## config.mk

```make
export PLATFORM = sky130hd
export DESIGN_NAME = romsel_iowr_gen
export DESIGN_NICKNAME = d
export VERILOG_FILES = /design/src/rtl/romsel_pkg.sv /design/src/rtl/romsel_req_fifo.sv /design/src/rtl/romsel_iowr_gen.sv
export SDC_FILE = /design/constraint.sdc
export NUM_CORES = 1
export LEC_CHECK = 0
export ABC_AREA = 0
export BUFFER_PORTS_ARGS = -buffer_cell sky130_fd_sc_hd__buf_2
export CORE_AREA = 2 2 75 77
export DETAILED_ROUTE_END_ITERATION = 6
export DIE_AREA = 0 0 77 79
export PLACE_DENSITY = 0.74
export SLEW_MARGIN = 20
export SYNTH_ARGS = -nofsm -noshare
export SYNTH_HDL_FRONTEND = slang
export SYNTH_HIERARCHICAL = 1
export SYNTH_SLANG_ARGS = --single-unit
```

## constraint.sdc

```tcl
create_clock -name wclk -period 2.7 [get_ports wclk]
set_input_delay 0.135 -clock wclk [delete_from_list [all_inputs] [get_ports wclk]]
set_output_delay 0.135 -clock wclk [all_outputs]
set_load 0.02 [all_outputs]
```

## src/rtl/romsel_pkg.sv

```systemverilog
// romsel_pkg: shared state encoding and bus constants for the ROM-select IO write initiator
package romsel_pkg;
  typedef enum logic [2:0] {S_IDLE, S_T1, S_T2, S_TW, S_T3, S_HOLD, S_GAP} state_t;
  localparam logic [15:0] ROMSEL_IO_ADR = 16'hDF00;
  localparam logic STROBE_IDLE = 1'b1;
  localparam logic STROBE_ACTIVE = 1'b0;
endpackage

```

## src/rtl/romsel_req_fifo.sv

```systemverilog
// romsel_req_fifo: DEPTH x 8 request queue; pushes while full are dropped, async reset to empty
module romsel_req_fifo #(
  parameter int DEPTH = 2
) (
  input  logic       wclk,
  input  logic       reset_b,
  input  logic       push,
  input  logic       pop,
  input  logic [7:0] din,
  output logic [7:0] dout,
  output logic       full,
  output logic       empty
);
  localparam int AW = $clog2(DEPTH);
  logic [7:0] mem [DEPTH];
  logic [AW-1:0] wp, rp;
  logic [AW:0] count;
  logic do_push, do_pop;
  assign full = count == (AW+1)'(DEPTH);
  assign empty = count == '0;
  assign dout = mem[rp];
  assign do_push = push && !full;
  assign do_pop = pop && !empty;
  always_ff @(posedge wclk or negedge reset_b)
    if (!reset_b) begin
      wp <= '0;
      rp <= '0;
      count <= '0;
    end else begin
      wp <= do_push ? wp + 1'b1 : wp;
      rp <= do_pop ? rp + 1'b1 : rp;
      count <= count + (AW+1)'(do_push) - (AW+1)'(do_pop);
    end
  always_ff @(posedge wclk)
    if (do_push) mem[wp] <= din;
endmodule

```

## src/rtl/romsel_iowr_gen.sv

```systemverilog
// romsel_iowr_gen: queues ROM numbers and issues Z80-style IO writes to &DFxx, keeping a shadow copy.
// Define ROMSEL_WAIT_EN to let wait_b stretch the wait phase of each cycle.
module romsel_iowr_gen
  import romsel_pkg::*;
#(
  parameter int FIFO_DEPTH = 2,
  parameter int AUTO_WAIT = 1,
  parameter int GAP = 1
) (
  input  logic        wclk,
  input  logic        reset_b,
  input  logic        req_valid,
  input  logic [7:0]  req_rom,
  output logic        req_ready,
  output logic        busy,
  output logic [15:0] adr,
  output logic [7:0]  data_out,
  output logic        data_oe,
  output logic        ioreq_b,
  output logic        wr_b,
  output logic        rd_b,
  input  logic        wait_b,
  output logic [7:0]  romsel_shadow
);
  state_t state;
  logic [7:0] cnt, head;
  logic empty, full, pop, wait_ok;
`ifdef ROMSEL_WAIT_EN
  assign wait_ok = wait_b;
`else
  logic unused_wait;
  assign unused_wait = wait_b;
  assign wait_ok = 1'b1;
`endif
  assign pop = state == S_IDLE && !empty;
  assign busy = !empty || state != S_IDLE;
  assign req_ready = !full;
  assign rd_b = STROBE_IDLE;
  romsel_req_fifo #(.DEPTH(FIFO_DEPTH)) u_fifo (
    .wclk(wclk), .reset_b(reset_b), .push(req_valid), .pop(pop),
    .din(req_rom), .dout(head), .full(full), .empty(empty)
  );
  // outputs are loaded on the edge entering each state, so pins reflect the current state
  always_ff @(posedge wclk or negedge reset_b)
    if (!reset_b) begin
      state <= S_IDLE;
      cnt <= '0;
      adr <= '0;
      data_out <= '0;
      data_oe <= 1'b0;
      ioreq_b <= STROBE_IDLE;
      wr_b <= STROBE_IDLE;
      romsel_shadow <= '0;
    end else
      case (state)
        S_IDLE: if (!empty) begin
          state <= S_T1;
          adr <= ROMSEL_IO_ADR;
          data_out <= head;
          data_oe <= 1'b1;
        end
        S_T1: begin
          state <= S_T2;
          ioreq_b <= STROBE_ACTIVE;
          wr_b <= STROBE_ACTIVE;
        end
        S_T2: if (AUTO_WAIT > 0 || wait_ok) begin
          state <= AUTO_WAIT > 0 ? S_TW : S_T3;
          cnt <= 8'(AUTO_WAIT > 0 ? AUTO_WAIT - 1 : 0);
        end
        S_TW: if (wait_ok) begin
          state <= cnt == '0 ? S_T3 : S_TW;
          cnt <= cnt == '0 ? cnt : cnt - 8'd1;
        end
        S_T3: begin
          state <= S_HOLD;
          ioreq_b <= STROBE_IDLE;
          wr_b <= STROBE_IDLE;
          romsel_shadow <= data_out;
        end
        S_HOLD: begin
          state <= S_GAP;
          adr <= '0;
          data_out <= '0;
          data_oe <= 1'b0;
          cnt <= 8'(GAP - 1);
        end
        S_GAP: begin
          state <= cnt == '0 ? S_IDLE : S_GAP;
          cnt <= cnt == '0 ? cnt : cnt - 8'd1;
        end
        default: state <= S_IDLE;
      endcase
endmodule

```

After elaboration in Yosys (flattened, before gate mapping)
Memories as Yosys holds them, arrays and structs flattened.
Cells that the tools add are included.
{ "word_totals": {"ff_bits": 49, "ramBits": 16, "in_bits": 12, "wordCells": 57, "mem_count": 1} }
{ "memory_table": {"columns": ["memory", "words", "width", "read_ports", "rd_ports_with_merged_regs", "wr", "line", "text"], "rows": [
  ["u_fifo.mem", 2, 8, 1, 0, 1, "romsel_req_fifo.sv:15", "logic [7:0] mem [DEPTH];"]
]} }
{ "op_classes": {"n_addsub": 5, "eq_ne": 9, "n_mux": 15, "n_reduce_logical": 17} }
{ "ops": {"columns": ["operator", "n"], "rows": [
  ["$pmux 16 s2", 1],
  ["$pmux 8 s2", 2],
  ["$pmux 3 s7", 1],
  ["$mux 16", 1],
  ["$mux 8", 2],
  ["$eq 3x3->1 const B", 3],
  ["$mux 3", 3],
  ["$logic_not 8->1", 1],
  ["$sub 8x1->8 const B", 1],
  ["$eq 3x2->1 const B", 2],
  ["$reduce_bool 2->1", 3],
  ["$ne 2x2->1 const B", 2],
  ["$pmux 1 s2", 2],
  ["$reduce_and 2->1", 2],
  ["$reduce_or 2->1", 2],
  ["$eq 3x1->1 const B", 1],
  ["$logic_and 1x1->1", 3],
  ["$logic_not 3->1", 1],
  ["$mux 1", 3],
  ["$reduce_bool 3->1", 1],
  ["$add 1x1->1 const B", 2],
  ["$add 2x1->2", 1],
  ["$eq 2x2->1 const B", 1],
  ["$logic_not 1->1", 2],
  ["other kinds (3)", 3]
]} }

Depth between registers and ports, before layout
{ "depth": {"word_depth": 5, "ltp_mapped": 9} }

By module
The synthesis kept the hierarchy.
{ "by_module_without_submodules": {"columns": ["mod", "n_inst", "cells_each", "area_per_inst_um2", "seq_area_each_um2"], "rows": [
  ["romsel_iowr_gen", 1, 149, 1535.2, 726.9],
  ["romsel_req_fifo", 1, 43, 784.5, 580.6]
]} }

Worst setup path before layout
OpenSTA, ideal clock, no wires.
{ "synth_timing": {"path_kind": "reg2reg", "startpoint": "reg state[1]", "endpoint": "reg u_fifo.count[1]", "t_arrival_ns": 2.134, "slack_ns": 0.486, "path_stages_with_launch": 10, "path_buffers": 2, "period_less_slack_ns": 2.214, "path_cell_list": "dfrtp_1 buf_2 nor4_2 buf_2 nor2b_2 ha_1 inv_1 ha_1 xnor2_1 xnor2_1"} }
{ "synth_between": {"elab_chain_len": 4} }
{ "synth_lines": {"columns": ["element", "line", "text"], "rows": [
  ["start: declaration", "romsel_iowr_gen.sv:25", "state_t state;"],
  ["start signal: assignment", "romsel_iowr_gen.sv:68", "state <= AUTO_WAIT > 0 ? S_TW : S_T3;"],
  ["start signal: assignment", "romsel_iowr_gen.sv:72", "state <= cnt == '0 ? S_T3 : S_TW;"],
  ["start signal: assignment", "romsel_iowr_gen.sv:89", "state <= cnt == '0 ? S_IDLE : S_GAP;"],
  ["$logic_not 3->1", "romsel_iowr_gen.sv:35", "assign pop = state == S_IDLE && !empty;"],
  ["$logic_and 1x1->1", "romsel_iowr_gen.sv:35", null],
  ["via pop", "romsel_iowr_gen.sv:27", "logic empty, full, pop, wait_ok;"],
  ["$logic_and 1x1->1", "romsel_req_fifo.sv:23", "assign do_pop = pop && !empty;"],
  ["via u_fifo.do_pop", "romsel_req_fifo.sv:18", "logic do_push, do_pop;"],
  ["$sub 2x1->2", "romsel_req_fifo.sv:32", "count <= count + (AW+1)'(do_push) - (AW+1)'(do_pop);"],
  ["end signal: assignment", "romsel_req_fifo.sv:32", null],
  ["end: declaration", "romsel_req_fifo.sv:17", "logic [AW:0] count;"]
]} }
The timed path passes the listed nets, and every way through them passes these cells.
A chain may end at the register's enable or synchronous reset.

Worst setup path after layout
{ "layout_timing": {"startpoint": "reg state[2]", "endpoint": "reg u_fifo.count[1]"} }
{ "layout_between": {"elab_chain_len": 4} }
{ "layout_lines": {"columns": ["element", "line"], "rows": [
  ["$logic_not 3->1", "romsel_iowr_gen.sv:35"],
  ["$logic_and 1x1->1", "romsel_iowr_gen.sv:35"],
  ["$logic_and 1x1->1", "romsel_req_fifo.sv:23"],
  ["via u_fifo.do_pop", "romsel_req_fifo.sv:18"],
  ["$sub 2x1->2", "romsel_req_fifo.sv:32"]
]} }
The timed path passes the listed nets, and every way through them passes these cells.

==> impl_metrics.toml <==
[detailed_routing]
antenna_left = 0
vias_per_cell = 4.81
remaining_drc_errors = 0
first_iter_violations = 69
wl_microns = 3690
vias = 1424
drtPass1Iterations = 4
wire_per_inst_microns = 12.5

[die]
pin_count = 50
start_util_pct = 43.5
die_h_microns = 79
die_width_microns = 77
fp-row-count = 27
core_sq_mm = 0.00534
die-area_sq_mm = 0.00608

[logic_synthesis]
synth_cell_types = 45
synth-seq-cells = 49
ys_warn_count = 6
synth-edff-count = 16
syn_area_sq_mm = 0.00232
ys.flop_type = "dfrtp_1"
ys_async_sr_fraction_pct = 67.3
postSynthCellCount = 192
syn_avg_cell_area_sq_um = 12.1
ys_seq_area_share_pct = 56.4

[min_path]
worstHoldEndpoint = "u_fifo/mem[0][1]"
hold_depth = 1
hp-start = "req_rom[1]"
worst_hold_path_type = "in2reg"

[grt]
grt_use_total_pct = 13.5
grt_max_degree = 34
overflow = 0
first_global_vias = 1354
antenna_found_initial = 0
grt_first_pass_wirelength_microns = 6450

[sta]
fin_skew_ns = 0.0102
rsz0062_at_grt = "no"
slew_headroom_pct = 52.3
max_freq_ghz = 0.515
maxSlewViolCount = 0
worst_slack_ns = 0.759
worstMarginPinSlew_ns = 0.715
fin_crit_sh_pct = 71.9
setup_viol = 0
min_period_ns = 1.94
hold_viol = 0
finalSetupTns_ns = 0

[critical_path]
r2r-start = "state[2]"
crit_fanout = 15
required_ns = 2.94
setup.worst_path.end_class = "flip-flop"
worstSetupPathType = "reg2reg"
arrival_ns = 2.18
cp-start-kind = "flip-flop"
r2r_cells = 7
r2r-end = "u_fifo/count[1]"
rrSetupSlack_ns = 0.76

[power_and_ir_drop]
p_sw_w = 0.00110
p_int_w = 0.00165
powerDensity_mw_per_mm2 = 1070
p_leak_nw = 1.14
sw_frac_of_total_pct = 40.0
power_frac_clock_pct = 15.6
seqPwrFrac_pct = 44.8
total_power_w = 0.00275
p_comb_share_pct = 39.6
ir_drop_v = 0.000658

[clock_tree]
cts-root-buf = "clkbuf_8"
insertion_delay_ns = 0.31
htree_levels = 2
path_clk_slew_ns = 0.09
clock-sinks = 49
cts_made_buffers = 5
cts_tree = "built"
clk_path_buf_depth = 2
cts_setup_buffers = 0

[placed_design]
port_buffers = 38
hpwl_microns = 2630
gp_routability_congestion = 0.774
preCtsSetupSlack_ns = 0.754

[final_layout]
antenna_cells = 0
finalNetCount = 238
area_growth_pct = 10.9
layout-drive-gt1-share_pct = 32.1

[run]
maxCapViolCount = 0

[run_status]
outcome = "finished clean"
==> kinds of logic after synthesis <==
logic type | after synthesis | share of synthesized area (%)
and+or+nand+nor | 52 | 11.4
DFF | 49 | 56.4
buffers and inverters | 32 | 8.90
AOI/OAI and AO/OA | 24 | 7.61
muxes | 23 | 10.8
xor gates and xnor gates | 6 | 2.59
adders and majority gates | 4 | 2.05
other | 2 | 0.324
==> state kept, by name (all words and copies together), names as in the netlist <==
register,flops
romsel_shadow,8
u_fifo/rp,1
wr_b,1
u_fifo/count,2
cnt,8
u_fifo/wp,1
data_out,8
u_fifo/mem,16
state,3
adr,1
==> worst max-delay path: stages (launching register included) <==
cell and delay [ns]:
dfrtp_1 0.56, nor4_2 0.36, nor2b_2 0.24, ha_1 0.24, inv_1 0.06, ha_1 0.15
xnor2_1 0.13, xnor2_1 0.13
==> through the flow <==
| step | instance area (sq um) | hold WS [ns] | utilization (%) | cells |
|---|---|---|---|---|
| global placement | 2450 | 0.230 | 46.0 | 285 |
| global route | 2570 | 0.00347 | 48.2 | 296 |
| finish | 2570 | 0.0120 | 48.2 | 296 |
| floorplan | 2350 | -0.161 | - | 200 |
| detailed placement | 2450 | 0.236 | 46.0 | 285 |
| CTS | 2560 | 0.00403 | 48.0 | 295 |
==> cell type report <==
cell class	instances	area [sq um]
clock buffers	6	72.6
clock inverters	2	16.3
fillers	507	2770
inverters	6	22.5
multi-input cells	119	836
flip-flops and latches	49	1310
well taps	72	90.1
repair buffers	42	228
==> power by group through the flow <==
stage / registers [W] / clock network [W] / logic (W)
after floorplan: 0.00128 / 0 / 0.000834
after global placement: 0.00124 / 0 / 0.00108
after detailed placement: 0.00125 / 0 / 0.00110
after CTS: 0.00124 / 0.000441 / 0.00111
after global routing: 0.00128 / 0.000473 / 0.00120
final: 0.00123 / 0.000429 / 0.00109
==> layout by cell type (no fill, tap or decap), types with 4 or more instances in the layout <==
master / n
o21ai_0: 9
nor2_1: 10
buf_2: 38
clkbuf_8: 5
dfrtp_1: 32
conb_1: 10
mux2_2: 16
nand2_1: 19
inv_1: 6
edfxtp_1: 16
a21oi_1: 4
mux2i_1: 7
==> cell usage after synthesis (all sizes together) (2+ instances only) <==
| cell | instances | area share [%] |
|---|---|---|
| a21o | 2 | 0.65 |
| a21oi | 4 | 0.86 |
| and3 | 2 | 0.54 |
| buf | 24 | 7.6 |
| clkbuf | 2 | 0.32 |
| conb | 2 | 0.32 |
| dfrtp | 32 | 35 |
| edfxtp | 16 | 21 |
| ha | 3 | 1.6 |
| inv | 6 | 0.97 |
| mux2 | 16 | 7.8 |
| mux2i | 7 | 3.0 |
| nand2 | 19 | 3.1 |
| nand2b | 3 | 0.81 |
| nand3b | 2 | 0.65 |
| nor2 | 11 | 1.9 |
| nor2b | 2 | 0.65 |
| nor3 | 3 | 0.65 |
| o21a | 2 | 0.65 |
| o21ai | 11 | 2.9 |
| or2 | 2 | 0.54 |
| or4 | 2 | 0.65 |
| xnor2 | 3 | 1.1 |
| xor2 | 3 | 1.5 |
==> routing by layer <==
metal | global-route usage [%] | part of all wire (%) | routed length, microns | vias to the layer above
li1 | - | - | - | 696
met1 | 17.1 | 45 | 1650 | 683
met2 | 22.2 | 48 | 1790 | 39
met3 | 3.41 | 4.8 | 177 | 6
met4 | 5.71 | 2.0 | 73 | 0
met5 | 0 | 0 | 0 | -
==> worst max-delay path by stage <==
| stage | startpoint | to | cells after the start |
|---|---|---|---|
| 2_1_floorplan | state[1] | u_fifo/count[1] | 9 |
| 3_3_place_gp | state[2] | u_fifo/count[1] | 7 |
| 3_5_place_dp | state[2] | u_fifo/count[1] | 7 |
| 4_1_cts | state[2] | u_fifo/count[1] | 7 |
| 5_1_grt | state[2] | u_fifo/count[1] | 7 |
| 6_report | state[2] | u_fifo/count[1] | 7 |
==> repair_timing <==
| item | in CTS | in global routing |
|---|---|---|
| gates resized for setup | 0 | 0 |
| hold buffers | 2 | 1 |
| hold endpoints to repair | 34 | 2 |
Power figures use the tool's default switching activity.
